<file path="src/rtl/moving_average_filter_pkg.sv">
// Shared types and defaults for the boxcar averaging filter.
package avg_pkg;

    localparam int unsigned DEF_WIDTH  = 12;
    localparam int unsigned DEF_N_LOG2 = 8;

    typedef enum logic [1:0] {
        IDLE   = 2'd0,
        READ   = 2'd1,
        UPDATE = 2'd2
    } state_t;

    // Running-sum width: a full window of maximum codes fits exactly.
    function automatic int unsigned sum_width(input int unsigned width, input int unsigned n_log2);
        return width + n_log2;
    endfunction

endpackage

</file>
<file path="src/rtl/moving_average_filter_if.sv">
// Sample strobe in, averaged code out.
interface moving_average_filter_if #(
    parameter int unsigned WIDTH = avg_pkg::DEF_WIDTH
);
    logic             en;
    logic [WIDTH-1:0] din;
    logic [WIDTH-1:0] avg_out;
    logic             avg_valid;
    logic             busy;

    modport master (output en, din, input avg_out, avg_valid, busy);
    modport slave  (input en, din, output avg_out, avg_valid, busy);
endinterface

</file>
<file path="src/rtl/moving_average_filter_sample_ram.sv">
// Sample history: simple dual-port RAM, synchronous read, no reset (block-RAM friendly).
module sample_ram #(
    parameter int unsigned WIDTH  = 12,
    parameter int unsigned ADDR_W = 8
) (
    input  logic              clk,
    input  logic              we,
    input  logic [ADDR_W-1:0] waddr,
    input  logic [WIDTH-1:0]  wdata,
    input  logic              re,
    input  logic [ADDR_W-1:0] raddr,
    output logic [WIDTH-1:0]  rdata
);
    localparam int unsigned DEPTH = 2 ** ADDR_W;

    logic [WIDTH-1:0] mem [DEPTH];

    always_ff @(posedge clk) begin
        if (we) mem[waddr] <= wdata;
        if (re) rdata <= mem[raddr];
    end
endmodule

</file>
<file path="src/rtl/moving_average_filter.sv">
// Boxcar filter: running sum over the last 2^N_LOG2 strobed samples, output sum >> N_LOG2.
module moving_average_filter
    import avg_pkg::*;
#(
    parameter int unsigned WIDTH  = DEF_WIDTH,
    parameter int unsigned N_LOG2 = DEF_N_LOG2
) (
    input  logic clk,
    input  logic reset_n,
    moving_average_filter_if.slave bus
);
    localparam int unsigned SUM_W = sum_width(WIDTH, N_LOG2);
    localparam int unsigned CNT_W = N_LOG2 + 1;

    state_t state_q, state_d;

    logic [WIDTH-1:0]  din_q, old_q, ram_rdata, old_c;
    logic [SUM_W-1:0]  sum_q, sum_c;
    logic [N_LOG2-1:0] wr_ptr;
    logic [CNT_W-1:0]  fill_cnt, fill_cnt_c;
    logic [WIDTH-1:0]  avg_out_q;
    logic              avg_valid_q, busy_q;
    logic              ram_re_c, ram_we_c, ld_din_c, ld_old_c;

    // fill_cnt MSB set means the window is full; until then RAM contents are stale.
    assign old_c      = fill_cnt[N_LOG2] ? old_q : '0;
    assign sum_c      = sum_q + SUM_W'(din_q) - SUM_W'(old_c);
    assign fill_cnt_c = fill_cnt[N_LOG2] ? fill_cnt : fill_cnt + CNT_W'(1);

    always_ff @(posedge clk or negedge reset_n) begin
        if (!reset_n) state_q <= IDLE;
        else          state_q <= state_d;
    end

    always_comb begin
        state_d  = state_q;
        ram_re_c = 1'b0;
        ram_we_c = 1'b0;
        ld_din_c = 1'b0;
        ld_old_c = 1'b0;
        case (state_q)
            IDLE: begin
                if (bus.en) begin
                    ld_din_c = 1'b1;
                    ram_re_c = 1'b1;
                    state_d  = READ;
                end
            end
            READ: begin
                ld_old_c = 1'b1;
                state_d  = UPDATE;
            end
            UPDATE: begin
                ram_we_c = 1'b1;
                state_d  = IDLE;
            end
            default: state_d = IDLE;
        endcase
    end

    always_ff @(posedge clk or negedge reset_n) begin
        if (!reset_n) begin
            din_q       <= '0;
            old_q       <= '0;
            sum_q       <= '0;
            wr_ptr      <= '0;
            fill_cnt    <= '0;
            avg_out_q   <= '0;
            avg_valid_q <= 1'b0;
            busy_q      <= 1'b0;
        end else begin
            busy_q <= (state_d != IDLE);
            if (ld_din_c) din_q <= bus.din;
            if (ld_old_c) old_q <= ram_rdata;
            if (ram_we_c) begin
                sum_q       <= sum_c;
                avg_out_q   <= sum_c[SUM_W-1:N_LOG2];
                wr_ptr      <= wr_ptr + N_LOG2'(1);
                fill_cnt    <= fill_cnt_c;
                avg_valid_q <= avg_valid_q | fill_cnt_c[N_LOG2];
            end
        end
    end

    // Read and write share wr_ptr but occur in different states.
    sample_ram #(
        .WIDTH (WIDTH),
        .ADDR_W(N_LOG2)
    ) u_ram (
        .clk  (clk),
        .we   (ram_we_c),
        .waddr(wr_ptr),
        .wdata(din_q),
        .re   (ram_re_c),
        .raddr(wr_ptr),
        .rdata(ram_rdata)
    );

    assign bus.avg_out   = avg_out_q;
    assign bus.avg_valid = avg_valid_q;
    assign bus.busy      = busy_q;

endmodule

</file>
<file path="src/flat_wrapper.sv">
// flat-port wrapper written by rule: the top's interface ports become plain ports
module moving_average_filter_flat import avg_pkg::*;
#(
    parameter int unsigned WIDTH  = DEF_WIDTH,
    parameter int unsigned N_LOG2 = DEF_N_LOG2
)
  (clk, reset_n, bus_en, bus_din, bus_avg_out, bus_avg_valid, bus_busy);
  moving_average_filter_if #(.WIDTH(WIDTH)) bus_i ();
  input  logic clk;
  input  logic reset_n;
  input wire logic [$bits(bus_i.en)-1:0] bus_en;
  input wire logic [$bits(bus_i.din)-1:0] bus_din;
  output wire logic [$bits(bus_i.avg_out)-1:0] bus_avg_out;
  output wire logic [$bits(bus_i.avg_valid)-1:0] bus_avg_valid;
  output wire logic [$bits(bus_i.busy)-1:0] bus_busy;
  assign bus_i.en = bus_en;
  assign bus_i.din = bus_din;
  assign bus_avg_out = bus_i.avg_out;
  assign bus_avg_valid = bus_i.avg_valid;
  assign bus_busy = bus_i.busy;
  moving_average_filter #(.WIDTH(WIDTH), .N_LOG2(N_LOG2)) u_core (.clk(clk), .reset_n(reset_n), .bus(bus_i));
endmodule
</file>
<file path="config.mk">
export PLATFORM = sky130hd
export DESIGN_NAME = moving_average_filter_flat
export DESIGN_NICKNAME = d
export VERILOG_FILES = /design/src/rtl/moving_average_filter_pkg.sv /design/src/rtl/moving_average_filter_if.sv /design/src/rtl/moving_average_filter_sample_ram.sv /design/src/rtl/moving_average_filter.sv /design/src/flat_wrapper.sv
export SDC_FILE = /design/constraint.sdc
export NUM_CORES = 2
export LEC_CHECK = 0
export CAP_MARGIN = 20
export CORE_AREA = 5 5 474 476
export CTS_CLUSTER_DIAMETER = 150
export DETAILED_ROUTE_END_ITERATION = 12
export DIE_AREA = 0 0 479 481
export PLACE_DENSITY = 0.71
export SYNTH_ARGS = -nofsm -noshare
export SYNTH_HDL_FRONTEND = slang
export SYNTH_SLANG_ARGS = --single-unit
</file>
<file path="constraint.sdc">
create_clock -name clk -period 5.8 [get_ports clk]
set_clock_uncertainty 0.15 [all_clocks]
set_input_delay 1.45 -clock clk [delete_from_list [all_inputs] [get_ports clk]]
set_output_delay 1.45 -clock clk [all_outputs]
set_load 0.1 [all_outputs]
</file>
=== After elaboration in Yosys (flattened, before gate mapping) ===
Memory sizes are Yosys's and may differ from the RTL's. A register that Yosys moved wholly into a read port is not among the register bits.
Cells that the tools add are included.

* Eq/ne operators: 2
* Reductions and logical operators: 3
* Muxes and demuxes: 10
* Bitwise gates (word level): 2
* Add/sub/neg operators: 4

{| class="wikitable"
|+ Operators by type and width
! cell !! count
|-
| adder 20 x 12 -> 20 bit || 1
|-
| subtractor 20 x 12 -> 20 bit || 1
|-
| 2-to-1 mux 12 bit || 1
|-
| adder 9 x 1 -> 9 bit (second input constant) || 1
|-
| 2-to-1 mux 9 bit || 1
|-
| adder 8 x 1 -> 8 bit (second input constant) || 1
|-
| 2-to-1 mux 1 bit || 6
|-
| case mux 2 bit (2 select lines) || 1
|-
| == test 2 x 1 -> 1 bit (second input constant) || 1
|-
| == test 2 bit (second input constant) || 1
|-
| logical NOT 2 bit || 1
|-
| 2-to-1 mux 2 bit || 1
|-
| AND reduction 2 bit || 1
|-
| nonzero test 2 bit || 1
|-
| inverter 1 bit || 1
|-
| bitwise OR 1 bit || 1
|}

* Bits in registers: 77
* Output and inout bits: 14
* Memories kept: 1
* Bits in writable memories: 3072

{| class="wikitable"
|+ Memories
! name !! depth !! width !! read ports !! clocked after memory_dff !! write ports !! RTL line !! source
|-
| u_core.u_ram.mem || 256 || 12 || 1 || 1 || 1 || moving_average_filter_sample_ram.sv:16 || <nowiki>logic [WIDTH-1:0] mem [DEPTH];</nowiki>
|}

=== Logic depth before layout (Yosys ltp) ===
* Depth in word-level cells: 4
* Mapped depth: 13
* Gate-level depth less buffers: 12

=== Modules after synthesis ===
A second synthesis with hierarchy kept.

* Cells, all modules: 5936
* Area, all modules: 122807.8 um^2

{| class="wikitable"
|+ By module, submodules not included
! module !! cells an instance !! seq. area each (um^2) !! area an instance (um^2) !! instances
|-
| sample_ram || 5506 || 92608.8 || 118752.6 || 1
|-
| moving_average_filter || 430 || 1626.6 || 4055.1 || 1
|}

=== Worst setup path before layout ===
OpenSTA, ideal clock, no wires.

* Kind: flip-flop to flip-flop
* From: register u_core.din_q[1]
* To: register u_core.avg_out_q[5], in the netlist u_core.bus.avg_out[5]
* Cell stages (with the launch flop): 12
* Setup slack: -437 ps
* Arrival time: 6018 ps
* Required time: 5581 ps
* Clock period less this slack: 6237 ps
* Buffers on the path: 0
* Path through: dfrtp_1 > inv_1 > fa_1 > inv_1 > ha_1 > a21oi_1 > o211ai_1 > nor4_1 > o21bai_1 > a211o_1 > a2111o_1 > nand3_1

* Word-level cells in the longest chain between the ends: 2

{| class="wikitable"
|+ Ends and longest elaborated chain
! element !! RTL line !! source
|-
| start: declaration || moving_average_filter.sv:17 || <nowiki>logic [WIDTH-1:0] din_q, old_q, ram_rdata, old_c;</nowiki>
|-
| start signal: assignment || moving_average_filter.sv:73 || <nowiki>if (ld_din_c) din_q <= bus.din;</nowiki>
|-
| adder 20 x 12 -> 20 bit || moving_average_filter.sv:27 || <nowiki>assign sum_c = sum_q + SUM_W'(din_q) - SUM_W'(old_c);</nowiki>
|-
| subtractor 20 x 12 -> 20 bit || moving_average_filter.sv:27 ||
|-
| end signal: assignment || moving_average_filter.sv:77 || <nowiki>avg_out_q <= sum_c[SUM_W-1:N_LOG2];</nowiki>
|-
| end: declaration || moving_average_filter.sv:21 || <nowiki>logic [WIDTH-1:0] avg_out_q;</nowiki>
|}

Every way passes these cells.
A chain may end at the register's enable or synchronous reset.

==> flow_metrics.tcl <==
set metrics [dict create \
    outcome "complete, but fails checks" \
    violations "DRC" \
    synth_area_leaders "edfxtp_1, mux4_2, dfrtp_1, mux2i_1, nor2_1" \
    crit_path_max_fanout 35 \
    r2r-end "u_core.u_ram.rdata[7]" \
    cp-end-kind "register" \
    drv_slew 0 \
    cp.buffers_inverters 2 \
    layout_setup_ws_ns 0.9250 \
    fmax_mhz 205.1 \
    whs_path_depth 1 \
    clk_latency_ns 0.94 \
    power.density_mw_per_mm2 474.4 \
    rr_worst_depth 8 \
    start_kind "register" \
    slowest_delay_ns 1.15 \
    num-nets-final 5970 \
    initial_utilization 0.5540 \
    cp.arrival_ns 5.40 \
    critPathRequiredTime_ns 6.32 \
    area_growth_pct 13.20 \
    leakage_nw 44.34 \
    synth_top_area_frac 0.7579 \
    grt_max_degree 257 \
    cp_slowest_cell "dfrtp_4" \
    grt_pass1_wl_mm 454.6 \
    synth_edf_count 3084 \
    routed_wl_mm 318.1 \
    tns_ns 0 \
    ir_drop_mv 0.3547 \
    post_cts_buffers 0 \
    relSlewSlack 0.1018 \
    dr.pass1.iters 12 \
    nFillCells 14420 \
    worst_pin_slew_ns 1.346 \
    fp.coreArea_mm2 0.2206 \
    io_pins 29 \
    netlist_instances 5436 \
    cts_max_level 5 \
    fin_crit_sh 0.8405 \
    rows 173 \
    synth_top_area_cell "edfxtp_1" \
    rsz0062_at_grt "false" \
    crit_type "reg -> reg" \
    crit_family "flip-flops" \
    maxCapViolCount 0 \
    cts_resized 0 \
    dieWidth_um 479 \
    finalHoldViolCount 0 \
    ant_nets 0 \
    synth_cell_type_count 59 \
    synth_area_mm2 0.1222 \
    gr-total-overflow 0 \
    wire_per_inst_um 35.15 \
    synth_warnings 0 \
    syn_avg_cell_area_um2 22.48 \
    multi_input_area_mm2 0.02620 \
    hold_class "reg -> reg" \
    antenna_found_initial 17 \
    ys_seq_area_frac 0.7712 \
    synth_nets 5488 \
    cts.sinks 3149 \
    drive_above_1_share 0.2946 \
    grt_pass1_vias 60740 \
    dp_slack_ns 1.035 \
    clkTransAtPathRegs_ns 0.07 \
    cts_buffers 325 \
    die_y_um 481 \
    post-dp-hpwl_mm 193.9 \
    ys_ff_latch 3149 \
    rrSetupSlack_ns 0.92 \
    cts_tree "built" \
    cts_root_buffer "clkbuf_16" \
    finalSetupViolations 0 \
    hold_end "u_core.fill_cnt[5]" \
    path_cells "buf_12 > buf_4 > mux4_2 > mux4_2 > nand2b_1 > o221ai_1 > a2111oi_0 > nand4_1" \
    reg2reg_from "u_core.wr_ptr[0]" \
    port_buffers 28 \
    ys.flop_type "edfxtp_1" \
    gp_congestion 0.9564 \
    grt_usage 0.2777 \
    synthArstFlopShare 0.02064 \
    min_from "u_core.fill_cnt[5]" \
    avgViaCountPerCell 6.740 \
    drt_iter0_markers 9558 \
    cts_buffer_depth 4 \
    critPathMostFrequentCell "mux4_2" \
    seqCellArea_mm2 0.09429 \
    drc_errors 3 \
    vias 60990 \
    cts_hold_buf 0 \
    period_minus_slack_ns 4.875 \
    dieArea_mm2 0.2304 \
]
final cells by class:
class / instances / share of cell area
diodes: 11 / 0.0001990
clock buffers: 386 / 0.06137
clock inverters: 174 / 0.01079
inverters: 72 / 0.002008
multi-input cells: 1903 / 0.1894
flip-flops and latches: 3149 / 0.6817
well taps: 2887 / 0.02611
repair buffers: 467 / 0.02844
Yosys cell counts (5+ instances only):
| master | count |
|---|---|
| a211oi_1 | 10 |
| a21o_1 | 6 |
| a21oi_1 | 38 |
| a221oi_1 | 18 |
| a22o_1 | 19 |
| a22oi_1 | 43 |
| a31oi_1 | 6 |
| and2_1 | 14 |
| and3_1 | 7 |
| buf_1 | 27 |
| buf_2 | 72 |
| buf_4 | 51 |
| buf_6 | 24 |
| clkbuf_1 | 138 |
| dfrtp_1 | 65 |
| edfxtp_1 | 3084 |
| fa_1 | 12 |
| ha_1 | 25 |
| inv_1 | 71 |
| mux2_2 | 14 |
| mux2i_1 | 124 |
| mux4_2 | 865 |
| nand2_1 | 108 |
| nand2b_1 | 12 |
| nand3_1 | 42 |
| nand4_1 | 16 |
| nor2_1 | 284 |
| nor2b_1 | 14 |
| nor3_1 | 24 |
| nor4_1 | 12 |
| o21ai_0 | 36 |
| o221ai_1 | 5 |
| o22ai_1 | 48 |
| o32ai_1 | 15 |
| or2_2 | 8 |
| or3_1 | 9 |
| xnor2_1 | 18 |
| xor2_1 | 9 |
worst max-delay path by stage:
stage	slack, ns	endpoint	from	cells after the start
after floorplan	1.05	u_core.bus.avg_out[5]	u_core.din_q[1]	11
after global placement	1.01	u_core.u_ram.rdata[11]	u_core.wr_ptr[0]	9
after detailed placement	1.04	u_core.u_ram.rdata[7]	u_core.wr_ptr[0]	8
after CTS	0.98	u_core.u_ram.rdata[1]	u_core.wr_ptr[0]	8
after global routing	0.77	u_core.u_ram.rdata[1]	u_core.wr_ptr[0]	8
final	0.92	u_core.u_ram.rdata[7]	u_core.wr_ptr[0]	8
metrics by stage:
stage | util | total power [mW] | cells | instance area (um^2) | hold WS, ns
global route | 0.6270 | 67.68 | 9040 | 138300 | 0.3335
CTS | 0.6267 | 65.74 | 9033 | 138200 | 0.3154
global placement | 0.5810 | 45.75 | 8464 | 128200 | 0.2998
detailed placement | 0.5814 | 46.01 | 8473 | 128200 | 0.3059
floorplan | - | 39.67 | 5436 | 122200 | 0.2837
finish | 0.6271 | 65.62 | 9049 | 138300 | 0.3175
routing by layer:
metal | track usage | vias up | share of wire
met5 | 0 | - | 0.0011
met4 | 0.1197 | 18 | 0.051
met3 | 0.07465 | 783 | 0.12
met2 | 0.4230 | 4209 | 0.47
met1 | 0.3860 | 32130 | 0.37
li1 | - | 23850 | -
worst register-to-register path, stage by stage, from the launching register on:
cell and delay, ns:
dfrtp_4 1.15, buf_12 0.42, buf_4 0.36, mux4_2 0.53, mux4_2 0.47, nand2b_1 0.31, o221ai_1 0.57, a2111oi_0 0.52
nand4_1 0.13
cells in the final DEF, fill, tap and decap left out, types with 18 or more instances in the layout:
cell	Yosys	final
xnor2_1	18	18
mux4_2	865	865
buf_4	51	410
clkdlybuf4s50_1	0	27
o21ai_0	36	36
a221oi_1	18	18
clkbuf_1	138	55
buf_12	0	25
nor3_1	24	23
inv_1	71	70
a21oi_1	38	38
edfxtp_1	3084	3084
nor2_1	284	276
nand2_1	108	105
bufinv_16	0	25
o22ai_1	48	48
ha_1	25	25
nand3_1	42	30
a22oi_1	43	43
clkbuf_16	0	331
clkinv_1	0	68
clkinv_2	0	59
dfrtp_1	65	49
mux2i_1	124	124
a22o_1	19	19
sequential cells by signal, indices dropped and copies added, names as in the netlist, 2 cells and up:
| register | count |
|---|---|
| u_core.u_ram.mem | 3072 |
| u_core.fill_cnt | 9 |
| u_core.old_q | 12 |
| u_core.u_ram.rdata | 12 |
| u_core.bus.avg_out | 11 |
| u_core.wr_ptr | 8 |
| u_core.din_q | 12 |
| u_core.state_q | 2 |
| u_core.sum_q | 9 |
report_power, final:
group	leakage [nW]	switching (mW)	total, mW	internal [mW]
Combinational	10.7	10.8	18.3	7.51
Sequential	28.7	0.728	27.4	26.7
Clock	4.91	8.38	19.9	11.5
Total	44.3	19.9	65.6	45.7
logic make-up (layout without fill, tap and decap cells):
logic type,Yosys count,in the layout,synth area share
compound gates,272,272,0.01547
buf+inv,384,1099,0.01557
simple gates,564,564,0.02044
flops,3149,3149,0.7712
fa+ha+maj,37,37,0.004526
xor+xnor,27,27,0.001935
other cells,0,11,0
mux,1003,1003,0.1709
Power figures use the tool's default switching activity.
